$ cat src/rtl/axil_reg_if_rd.sv
`default_nettype none
// ---------------------------------------------------------------------------
// axil_reg_if_rd : AXI4-lite read slave to register-bus read strobe bridge
// Revision: 1.0
// ---------------------------------------------------------------------------
module axil_reg_if_rd #(
  parameter int DATA_WIDTH = 32,
  parameter int ADDR_WIDTH = 32,
  parameter int TIMEOUT    = 4
) (
  input  logic                  clk,
  input  logic                  rst,
  input  logic [ADDR_WIDTH-1:0] s_axil_araddr,
  input  logic [2:0]            s_axil_arprot,
  input  logic                  s_axil_arvalid,
  output logic                  s_axil_arready,
  output logic [DATA_WIDTH-1:0] s_axil_rdata,
  output logic [1:0]            s_axil_rresp,
  output logic                  s_axil_rvalid,
  input  logic                  s_axil_rready,
  output logic [ADDR_WIDTH-1:0] reg_rd_addr,
  output logic                  reg_rd_en,
  input  logic [DATA_WIDTH-1:0] reg_rd_data,
  input  logic                  reg_rd_wait,
  input  logic                  reg_rd_ack
);

  localparam int TW = (TIMEOUT > 0) ? $clog2(TIMEOUT + 1) : 1;
  localparam logic [TW-1:0] TIMER_INIT = (TIMEOUT > 0) ? TW'(TIMEOUT - 1) : '0;

  localparam logic [1:0] S_IDLE   = 2'd0;
  localparam logic [1:0] S_ACCESS = 2'd1;
  localparam logic [1:0] S_RESP   = 2'd2;

  localparam logic [1:0] RESP_OKAY   = 2'b00;
  localparam logic [1:0] RESP_SLVERR = 2'b10;

  logic [1:0]            state_q, state_d;
  logic                  arready_q, arready_d;
  logic                  rvalid_q, rvalid_d;
  logic [DATA_WIDTH-1:0] rdata_q, rdata_d;
  logic [1:0]            rresp_q, rresp_d;
  logic                  rd_en_q, rd_en_d;
  logic [ADDR_WIDTH-1:0] rd_addr_q, rd_addr_d;
  logic [TW-1:0]         timer_q, timer_d;

  logic w_ar_hs;
  logic w_timeout_hit;
  logic w_unused;

  assign w_ar_hs       = s_axil_arvalid && arready_q;
  assign w_timeout_hit = (TIMEOUT != 0) && (timer_q == '0);
  assign w_unused      = ^s_axil_arprot;

  always_ff @(posedge clk) begin
    if (rst) begin
      state_q   <= S_IDLE;
      arready_q <= 1'b0;
      rvalid_q  <= 1'b0;
      rdata_q   <= '0;
      rresp_q   <= RESP_OKAY;
      rd_en_q   <= 1'b0;
      rd_addr_q <= '0;
      timer_q   <= '0;
    end else begin
      state_q   <= state_d;
      arready_q <= arready_d;
      rvalid_q  <= rvalid_d;
      rdata_q   <= rdata_d;
      rresp_q   <= rresp_d;
      rd_en_q   <= rd_en_d;
      rd_addr_q <= rd_addr_d;
      timer_q   <= timer_d;
    end
  end

  always_comb begin
    state_d = state_q;
    case (state_q)
      S_IDLE:   if (w_ar_hs) state_d = S_ACCESS;
      S_ACCESS: if (reg_rd_ack || (!reg_rd_wait && w_timeout_hit)) state_d = S_RESP;
      S_RESP:   if (rvalid_q && s_axil_rready) state_d = S_IDLE;
      default:  state_d = S_IDLE;
    endcase
  end

  // Handshake outputs are registered copies of the upcoming state.
  always_comb begin
    arready_d = (state_d == S_IDLE);
    rvalid_d  = (state_d == S_RESP);
    rd_en_d   = (state_d == S_ACCESS);
    rdata_d   = rdata_q;
    rresp_d   = rresp_q;
    rd_addr_d = rd_addr_q;
    timer_d   = timer_q;
    case (state_q)
      S_IDLE: begin
        if (w_ar_hs) begin
          rd_addr_d = s_axil_araddr;
          timer_d   = TIMER_INIT;
        end
      end
      S_ACCESS: begin
        if (reg_rd_ack) begin
          rdata_d = reg_rd_data;
          rresp_d = RESP_OKAY;
        end else if (reg_rd_wait) begin
          timer_d = timer_q;
        end else if (w_timeout_hit) begin
          rdata_d = '0;
          rresp_d = RESP_SLVERR;
        end else if (timer_q != '0) begin
          timer_d = timer_q - TW'(1);
        end
      end
      default: ;
    endcase
  end

  assign s_axil_arready = arready_q;
  assign s_axil_rvalid  = rvalid_q;
  assign s_axil_rdata   = rdata_q;
  assign s_axil_rresp   = rresp_q;
  assign reg_rd_en      = rd_en_q;
  assign reg_rd_addr    = rd_addr_q;

endmodule
`default_nettype wire
$ cat config.mk
export PLATFORM = sky130hd
export DESIGN_NAME = axil_reg_if_rd
export DESIGN_NICKNAME = d
export VERILOG_FILES = /design/src/rtl/axil_reg_if_rd.sv
export SDC_FILE = /design/constraint.sdc
export NUM_CORES = 1
export LEC_CHECK = 0
export CORE_ASPECT_RATIO = 0.9
export CORE_MARGIN = 5
export CORE_UTILIZATION = 38
export CTS_BUF_LIST = sky130_fd_sc_hd__clkbuf_8
export DETAILED_ROUTE_END_ITERATION = 8
export PLACE_DENSITY_LB_ADDON = 0.08
export SKIP_LAST_GASP = 1
export SYNTH_ARGS = -nofsm -noshare
export SYNTH_HDL_FRONTEND = slang
export SYNTH_SLANG_ARGS = --single-unit
$ cat constraint.sdc
create_clock -name clk -period 1.6 [get_ports clk]
set_clock_uncertainty 0.2 [all_clocks]
set_input_delay 0.16 -clock clk [delete_from_list [all_inputs] [get_ports clk]]
set_output_delay 0.16 -clock clk [all_outputs]
set_load 0.01 [all_outputs]
-- After elaboration in Yosys (flattened, before gate mapping)
Cells that the tools add are included.
- flip-flop bits (word level): 74
- multiplexer cells: 16
- reductions and logical operators: 14
- equality and inequality tests: 10
- add/sub/neg operators: 1
- operator list (cell ; count):
    32-bit 2-to-1 mux ; 3
    3-bit 2-to-1 mux ; 5
    2-bit 2-to-1 mux ; 6
    2-bit inequality test (second input constant) ; 5
    2-bit one-hot mux with 3 select lines ; 1
    3-bit one-hot mux with 2 select lines ; 1
    6-bit AND reduction ; 1
    2-bit by 1-bit equality test with 1-bit output (second input constant) ; 2
    2-bit equality test (second input constant) ; 2
    2-bit zero test ; 2
    2-bit nonzero test ; 2
    1-bit logical AND ; 3
    3-bit zero test ; 1
    3-bit AND reduction ; 1
    3-bit nonzero test ; 1
    3-bit by 1-bit subtractor with 3-bit output (second input constant) ; 1
    2-bit by 1-bit inequality test with 1-bit output (second input constant) ; 1
    2-bit AND reduction ; 1
    1-bit zero test ; 1
    1-bit logical OR ; 1

-- Logic depth before layout (Yosys ltp)
Gate-level depths: netlist (run 1).
- depth after elaboration: 6
- gate-level depth with buffers: 8
- gate-level depth less buffers: 6

-- Least setup slack after synthesis (run 1)
Ideal clock, no wire load.
- kind: reg-to-reg
- start point: reg timer_q[0]
- end point: reg rdata_q[0] (netlist: s_axil_rdata[0])
- path slack: -83 ps
- setup time: 70 ps
- arrival: 1412 ps
- period minus slack after synthesis: 1683 ps
- stages on the path, launching flop included: 9
- path buffers: 2
- cells stage by stage: dfxtp_1 -> inv_1 -> ha_1 -> ha_1 -> nand2b_1 -> buf_2 -> clkbuf_1 -> nand3_1 -> a21oi_1
- cells in the longest elaborated chain, start to end: 3
- ends and longest elaborated chain (item ; line ; source):
    from (decl) ; 45 ; logic [TW-1:0] timer_q, timer_d;
    from (signal assigned) ; 73 ; timer_q <= timer_d;
    3-bit zero test ; 52 ; assign w_timeout_hit = (TIMEOUT != 0) && (timer_q == '0);
    2-bit nonzero test (no source line) ; - ;
    3-bit AND reduction (no source line) ; - ;
    to (signal assigned) ; 69 ; rdata_q <= rdata_d;
    to (decl) ; 41 ; logic [DATA_WIDTH-1:0] rdata_q, rdata_d;
No other way between the ends.
A chain may end at the register's enable or synchronous reset.

-- Final worst setup path (run 1)
- start point: reg timer_q[1]
- end point: reg timer_q[1]
- cells in the longest elaborated chain, start to end: 6
- elaborated cells on any way between the ends: 11
- those cells by class: add/sub: 1; eq/ne: 2; mux: 5; reduce/logical: 3
- ends and longest elaborated chain (item ; line ; source):
    3-bit by 1-bit subtractor with 3-bit output ; 113 ; timer_d = timer_q - TW'(1);
    3-bit 2-to-1 mux ; 112 ; end else if (timer_q != '0) begin
    3-bit 2-to-1 mux ; 109 ; end else if (w_timeout_hit) begin
    3-bit 2-to-1 mux ; 107 ; end else if (reg_rd_wait) begin
    3-bit 2-to-1 mux ; 104 ; if (reg_rd_ack) begin
    3-bit one-hot mux with 2 select lines ; 96 ; case (state_q)
Parallel ways exist; a longest one is shown, timed or not. The select of a mux whose other input is x is not followed.

==> impl_results.md, run 1 <==
- Register area share after synthesis: 49.7%
- Setup CP Type: reg2reg
- Port buffer count: between 100 and 150
- Die area: between 9000 and 10,000 sq um
- Synth Net Count: a little over 400
- Row count: 30
- Pin count of the biggest net entering global routing: 33
- Antenna-violating nets left: 0
- Critical Path RT: approximately 1.6 ns
- DR iter-0 viols: ~80
- # DRC: 0
- Power Density: 850 nW/um^2
- Worst-path clk slew: 0.08 ns
- Commonest cells after routing, fill and taps aside: dfxtp_1, clkdlybuf4s50_1, nand2_1
- Max VDD drop: about 0.56 mV
- Synth area leaders: dfxtp_1, a21oi_1, nand2_1
- Vias: between 2,000 and 3,000
- Area growth syn-to-layout: 62.0%
- Tcrit/Tclk final: 95.7%
- Share of cells above drive strength 1: roughly 14%
- Largest fanout on the critical path: 4
- H-tree lvl count: 3
- Crit path capture type: flop
- Status: completed
- Max-cap check violation count: 0
- Clock buffer count from CTS: 9
- Gr ovfl total: 0
- Std-Cell Core Area: about 7500 sq um
- Leading area contributor after synthesis: dfxtp_1
- Fin Setup TNS: 0 ns
- Max Clk Rate: about 0.65 GHz
- Drt pass-1 iters: 5
- Layout Nets: ~550
- Initial Utilization: 38.9%
- Fill cells: between 600 and 700
- DIE HEIGHT: 93.4 um
- Clock Path Buffers: 2
- Slew Limit Fails: 0
- Distinct cells, synth: 29
- Non-Filler Instances: ~570
- Final setup vio count: 0
- Vias in the first global route: between 2,000 and 3,000
- Global placement routability congestion: between 0.7 and 0.8
- Unrepaired setup endpoints after global routing: false
- Post-DP Area: around 4400 sq um
- CTS tree: built
- Area share of the largest cell type after synthesis: 49.7%
- Fin. Hold Viols: 0
- Most common cell after layout, fill and taps aside: dfxtp_1
- Root Driver: clkbuf_8
- Power Total: a little over 4000 uW
- CTS sink cnt: 73
- Finished Cell Area: 4760 sq um
- FF-to-FF setup slack: between 0.06 and 0.07 ns
- Via-to-Cell Ratio: about 5
- GRT Resource Usage Total: 16.9%
- Top-level I/O count: 142
- Seq cells post-synth: 73
- Synth Cell Area: about 2900 sq um
- Worst Path Arrival: approximately 1.6 ns
- Synth warn: 0
- CP Launch Type: flop
- Post-CTS setup buffers: 0
- Global-route wire length before repair: ~13 mm
- Final hold slack: roughly 0.17 ns
- Gate Count Post-Synth: 331
- Antenna violations before repair: 0
- Inst Count DP: about 550
- Diodes inserted: 0
- Latest clock arrival within the worst-skew pair: approximately 0.33 ns
- Leak: between 0.002 and 0.0025 uW
- Hold Crit Class: in2reg
- Avg WL per Cell: 14.7 um
- Final WL: 8.45 mm
- Crit path time final: ~1.5 ns
- Mean Syn Cell Area: roughly 9 sq um
- Die width: ~100 um
- HPWL after DPL: just under 6 mm
[sequential cells by signal, summed over array words and instances, names as in the netlist]
signal          count
reg_rd_addr        32
s_axil_rdata       32
timer_q             3
state_q             2
reg_rd_en           1
s_axil_arready      1
s_axil_rresp        1
s_axil_rvalid       1
[worst max-delay path, stage by stage (launching register included)]
cell	delay, ns
dfxtp_2	0.33
inv_2	0.06
ha_4	0.14
ha_4	0.14
nor3_2	0.04
buf_4	0.14
and2_4	0.16
a211oi_1	0.23
[timing repair]
action | in CTS | in global routing
pin swaps | 3 | 3
endpoints found under the hold margin | 8 | 0
endpoints found under the setup margin | 77 | 71
gates cloned | 0 | 3
hold buffers | 1 | 0
resized for setup | 41 | 45
[report_power, final]
part	internal, uW	switching, uW	total [uW]
Combinational	458	374	832
Clock	594	656	1250
Sequential	1910	53.2	1960
[cell usage after synthesis, drive strengths merged]
library cell / number
nand2b: 2
and4bb: 1
nand3b: 1
ha: 2
a21oi: 66
o41ai: 1
nor3: 3
nand2: 65
nand3: 33
dfxtp: 73
nor2b: 1
a22oi: 32
buf: 18
clkbuf: 14
nor4b: 1
nor2: 1
and3b: 2
a21o: 1
conb: 1
and2: 1
nand4bb: 1
a211oi: 5
clkinv: 1
a31oi: 1
inv: 4
[cell families (layout without fill, tap and decap cells)]
group	count (synthesis)	in the layout	synth area share (%)
other	1	1	0.128
adders and majority gates	2	2	0.852
DFF	73	73	49.7
and+or+nand+nor	112	112	17.4
buffers and inverters	37	183	8.13
AOI/OAI and AO/OA	106	106	23.8
[metal layers]
layer	wire, um	GRT usage, %	up-vias
met1	3590	20.9	1317
met2	3890	26.7	98
met4	66	5.03	0
met3	907	7.38	4
met5	0	0	-
li1	-	-	1437
[final cells by class]
class	instances	area, sq um	share of cell area (%)
Clock inverter	6	33.8	0.710
Multi-Input combinational cell	221	1300	27.2
Sequential cell	73	1460	30.8
Clock buffer	10	138	2.89
Timing Repair Buffer	162	1690	35.5
Tap cell	96	120	2.52
Inverter	5	18.8	0.394
[metrics by stage]
stage / setup slack (ns) / utilization, %
floorplan: -0.0825 / -
global placement: -0.0662 / 58.6
detailed placement: -0.130 / 58.6
CTS: -0.00879 / 60.5
global route: 0.000592 / 63.1
finish: 0.0684 / 63.1
[worst paths after layout]
| kind | to | startpoint | depth (start not counted) |
|---|---|---|---|
| worst max-delay path | timer_q[1] | timer_q[1] | 7 |
| worst min-delay path | reg_rd_addr[29] | s_axil_araddr[29] | 3 |
| worst max register to register | timer_q[1] | timer_q[1] | 7 |
| worst min register to register | reg_rd_addr[25] | reg_rd_addr[25] | 2 |
No activity file was read; power rests on OpenSTA's default activity.
==> run 2: changes to the inputs <==
- REMOVE_ABC_BUFFERS: not set -> 1
==> impl_results.md, run 2 (same netlist as run 1, synthesis figures left out) <==
- Status: completed
- Max-cap check violation count: 0
- Avg WL per Cell: 14.9 um
- Std-Cell Core Area: roughly 7500 sq um
- Initial Utilization: roughly two fifths
- Unrepaired setup endpoints after global routing: true
- Commonest cells after routing, fill and taps aside: dfxtp_1, clkdlybuf4s50_1, a21oi_1
- Global-route wire length before repair: ~13 mm
- Via-to-Cell Ratio: about 5.0
- Diodes inserted: 0
- CTS tree: built
- Worst Path Arrival: approximately 1.6 ns
- Layout Nets: around 540
- DIE HEIGHT: slightly above 90 um
- Max Clk Rate: roughly 0.64 GHz
- Die area: approximately 9600 sq um
- # DRC: 0
- Critical path, cell by cell: inv_2 -> ha_4 -> ha_4 -> nor3_4 -> and2_4 -> a211oi_2
- Row count: 30
- Antenna-violating nets left: 0
- Critical Path RT: about 1.6 ns
- Die width: approximately 100 um
- Gr ovfl total: 0
- Crit path capture type: flop
- Logic pwr share: between 10% and 20%
- P_int: slightly below 3000 uW
- H-tree lvl count: 3
- GRT Resource Usage Total: 17.1%
- Vias: about 2,800
- Top-level I/O count: 142
- Final hold slack: between 0.15 and 0.2 ns
- Leak: between 0.002 and 0.0025 uW
- DR iter-0 viols: 76
- Latest clock arrival within the worst-skew pair: between 0.3 and 0.4 ns
- Pin count of the biggest net entering global routing: 36
- Critical path's largest stage delay: approximately 0.34 ns
- Finished Cell Area: ~4700 sq um
- CTS sink cnt: 73
- Switching part of the total: 26.5%
- Sw Pwr: roughly 1100 uW
- Final setup vio count: 0
- Share of cells above drive strength 1: roughly an eighth
- Max VDD drop: about 0.52 mV
- Clock Path Buffers: 2
- Power Total: between 4000 and 5000 uW
- Area growth syn-to-layout: 58.7%
- CP Launch Type: flop
- Sequential Power Share: between 40% and 50%
- Global placement routability congestion: around 0.7
- Vias in the first global route: ~2,600
- Largest fanout on the critical path: 4
- Fin. Hold Viols: 0
- HPWL after DPL: about 5.7 mm
- Clk pwr share: about a third
- Setup CP Type: reg2reg
- Worst-path clk slew: roughly 0.070 ns
- Crit-path slowest cell: dfxtp_2
- Power Density: ~870 nW/um^2
- Tcrit/Tclk final: between 90% and 100%
- Hold Crit Class: in2reg
- CP most frequent cell: ha_4
- Clock buffer count from CTS: 9
- Root Driver: clkbuf_8
- Crit path time final: between 1.5 and 2 ns
- Port buffer count: 137
- Most common cell after layout, fill and taps aside: dfxtp_1
- Drt pass-1 iters: 4
- Post-DP Area: about 4400 sq um
- Slew Limit Fails: 0
- Antenna violations before repair: 0
- Final WL: 8.40 mm
-- run 2: changes by cell type in the layout (fill, tap and decap cells not counted), moves of 5 or more --
cell / change
dlygate4sd2_1: +10
dlymetal6s2s_1: -10
buf_4: -6
a21oi_1: +5
a21oi_2: -5
-- run 2: cell type report --
type	count	area, sq um
fillers	688	2880
clock inverters	5	22.5
well taps	96	120
inverters	5	18.8
clock buffers	11	151
flip-flops and latches	73	1460
multi-input cells	221	1300
repair buffers	154	1580
-- run 2: routing by layer --
| layer | vias to the layer above | wire length, um | track usage (%) |
|---|---|---|---|
| li1 | 1423 | - | - |
| met1 | 1304 | 3500 | 21.7 |
| met2 | 68 | 4320 | 28.3 |
| met3 | 7 | 518 | 5.52 |
| met4 | 0 | 65 | 3.61 |
| met5 | - | 0 | 0 |
-- run 2: stage by stage --
step	util, %	TNS (ns)	instances	setup slack, ns
after global placement	58.2	-1.03	547	-0.121
after global routing	61.8	-0.0572	565	-0.0236
after floorplan	-	-15.73	299	-0.422
after detailed placement	58.2	-1.68	547	-0.192
after CTS	60.5	0	565	0.000168
final	61.8	0	565	0.0284
-- run 2: critical path, delay by kind of cell, from the launching register on --
kind / cells / cell delay, ns
and+or+nand+nor: 2 / 0.46
DFF: 1 / 0.34
adders and majority gates: 2 / 0.32
AOI/OAI and AO/OA: 1 / 0.07
buffers and inverters: 1 / 0.05
-- run 2: timing repair --
item                       4_1_cts  5_1_grt
setup buffers                    0        0
hold buffers                     1        0
pin swaps                        1        4
cloned                           1        0
gates resized for setup         53       32
setup endpoints to repair       83       56
hold endpoints to repair         5        0
-- run 2: worst paths after layout --
path,start,endpoint,slack [ns],depth (start not counted)
worst max register to register,timer_q[1],timer_q[0],0.03,6
worst max-delay path,timer_q[1],timer_q[0],0.03,6
worst min-delay path,s_axil_araddr[30],reg_rd_addr[30],0.16,3
worst min register to register,reg_rd_addr[11],reg_rd_addr[11],0.25,2
-- run 2: power by group through the flow --
| stage | clock (uW) | sequential [uW] | combinational, uW |
|---|---|---|---|
| 2_1_floorplan | 0 | 2050 | 232 |
| 3_3_place_gp | 0 | 2010 | 782 |
| 3_5_place_dp | 0 | 2010 | 787 |
| 4_1_cts | 1330 | 1970 | 793 |
| 5_1_grt | 1400 | 1980 | 867 |
| 6_report | 1280 | 1970 | 800 |
==> run 3: changes to the inputs <==
- HOLD_SLACK_MARGIN: not set -> 0.03
- PLACE_DENSITY: not set -> 0.88
- PLACE_DENSITY_LB_ADDON: 0.08 -> not set
==> impl_results.md, run 3 (same netlist as run 1, synthesis figures left out) <==
- Status: completed
- # DRC: 0
- Fill cells: 633
- Crit-path slowest cell: clkdlybuf4s50_1
- Final setup vio count: 0
- Slew Limit Fails: 0
- FF-to-FF setup slack: approximately 0.050 ns
- Tcrit/Tclk final: approximately 98%
- Diodes inserted: 0
- HPWL after DPL: just under 6 mm
- HP Start: s_axil_araddr[21]
- Largest fanout on the critical path: 2
- Clock Path Buffers: 2
- Hold path depth: 3
- Top-level I/O count: 142
- Antenna violations before repair: 0
- Initial Utilization: between 30 and 40%
- Latest clock arrival within the worst-skew pair: about 0.33 ns
- Leak: roughly 0.0022 uW
- Setup CP Type: reg2out
- Vias in the first global route: between 2,000 and 3,000
- Reg2reg path depth: 7
- Power Density: 988 nW/um^2
- Global-route wire length before repair: 13.5 mm
- Via-to-Cell Ratio: between 5 and 6
- Layout Nets: 536
- Worst r2r src: timer_q[0]
- Antenna-violating nets left: 0
- Min-Delay Endpoint: reg_rd_addr[21]
- H-tree lvl count: 3
- Most common cell after layout, fill and taps aside: clkdlybuf4s50_1
- Die width: between 100 and 150 um
- Crit path time final: around 1.6 ns
- Fin Setup TNS: 0 ns
- CP bufs+invs: 1
- Row count: 30
- Worst-path clk slew: about 0.08 ns
- Port buffer count: between 100 and 150
- Share of cells above drive strength 1: between 10% and 20%
- DIE HEIGHT: between 90 and 100 um
- Max Clk Rate: approximately 0.64 GHz
- Fin. Hold Viols: 0
- CTS sink cnt: 73
- Worst Path Arrival: 1.20 ns
- Global placement routability congestion: ~0.8
- WP depth: 1
- Area growth syn-to-layout: 62.7%
- Final hold slack: between 0.15 and 0.2 ns
- Drt pass-1 iters: 4
- GRT Resource Usage Total: around 18%
- CP top delay family: buffers and inverters
- Unrepaired setup endpoints after global routing: true
- Crit path capture type: primary output
- Pin count of the biggest net entering global routing: 39
- Commonest cells after routing, fill and taps aside: clkdlybuf4s50_1, dfxtp_1, nand2_1
- Max-cap check violation count: 0
- Final core utilization: a little under two thirds
- Root Driver: clkbuf_8
- Critical path's largest stage delay: approximately 0.54 ns
- Clock buffer count from CTS: 9
- CTS tree: built
- Critical path, cell by cell: clkdlybuf4s50_1
- Gr ovfl total: 0
- Vias: about 2,900
- Final WL: around 8.8 mm
- Hold Crit Class: in2reg
- Max VDD drop: 0.625 mV
- Avg WL per Cell: between 15 and 20 um
- Critical Path RT: about 1.2 ns
- Reg2reg end: s_axil_rdata[7]
- DR iter-0 viols: between 100 and 150
- Std-Cell Core Area: ~7500 sq um
- Die area: 9590 sq um
- CP Launch Type: flop
==> run 3: cell types whose count changed in the layout (fill, tap and decap cells not counted), sizes merged <==
cell | previous run | this run
buf | 17 | 13
inv | 6 | 4
clkinv | 4 | 2
clkdlybuf4s50 | 68 | 71
bufinv | 0 | 4
dlygate4sd2 | 48 | 44
dlymetal6s2s | 20 | 21
clkbuf | 11 | 12
==> run 3: final cells by class <==
cell class	count	area (sq um)	share of cell area (%)
Clock inverter	5	125	2.62
Multi-Input combinational cell	221	1320	27.5
Timing Repair Buffer	151	1580	33.1
Clock buffer	11	151	3.17
Sequential cell	73	1470	30.6
Tap cell	96	120	2.51
Inverter	5	18.8	0.393
==> run 3: per-layer routing <==
metal	global-route usage (%)	wire length [um]	share of wire, %	vias to the layer above
li1	-	-	-	1423
met1	20.9	3470	40	1406
met2	30.6	4710	54	83
met3	3.21	437	5.0	14
met4	7.65	161	1.8	0
met5	0	0	0	-
==> run 3: per-stage QoR <==
| stage | worst slack (ns) | instance area, sq um | cells | power (uW) |
|---|---|---|---|---|
| final | 0.0363 | 4780 | 562 | 4720 |
| after global routing | -0.0263 | 4780 | 562 | 4920 |
| after floorplan | -0.422 | 2720 | 299 | 2280 |
| after global placement | -0.0431 | 4360 | 543 | 2770 |
| after CTS | -0.0476 | 4640 | 561 | 4730 |
| after detailed placement | -0.123 | 4360 | 543 | 2790 |
==> run 3: report_power, final <==
group	internal, uW	switching (uW)
clock network	1280	661
logic	438	377
registers	1910	56.6
total	3630	1090
==> run 3: worst max path at each step <==
stage                                from              end  slack (ns)
after floorplan                timer_q[0]  s_axil_rresp[1]       -0.42
after global placement         timer_q[0]       timer_q[0]       -0.04
after detailed placement   s_axil_arvalid       timer_q[1]       -0.12
after CTS                      timer_q[1]       timer_q[1]       -0.05
after global routing           timer_q[1]  s_axil_rdata[2]       -0.03
final                     reg_rd_addr[26]  reg_rd_addr[26]        0.04
==> run 3: worst min-delay path, delay by kind of cell <==
family	cells	cell delay, ns
and+or+nand+nor	1	0.05
buffers and inverters	1	0.39
AOI/OAI and AO/OA	1	0.05
==> run 3: what timing repair did <==
action	4_1_cts	5_1_grt
gates resized for setup	51	35
setup endpoints to repair	79	50
hold buffers	1	0
pin swaps	1	5
cloned	1	1
setup buffers	0	1
hold endpoints to repair	6	0
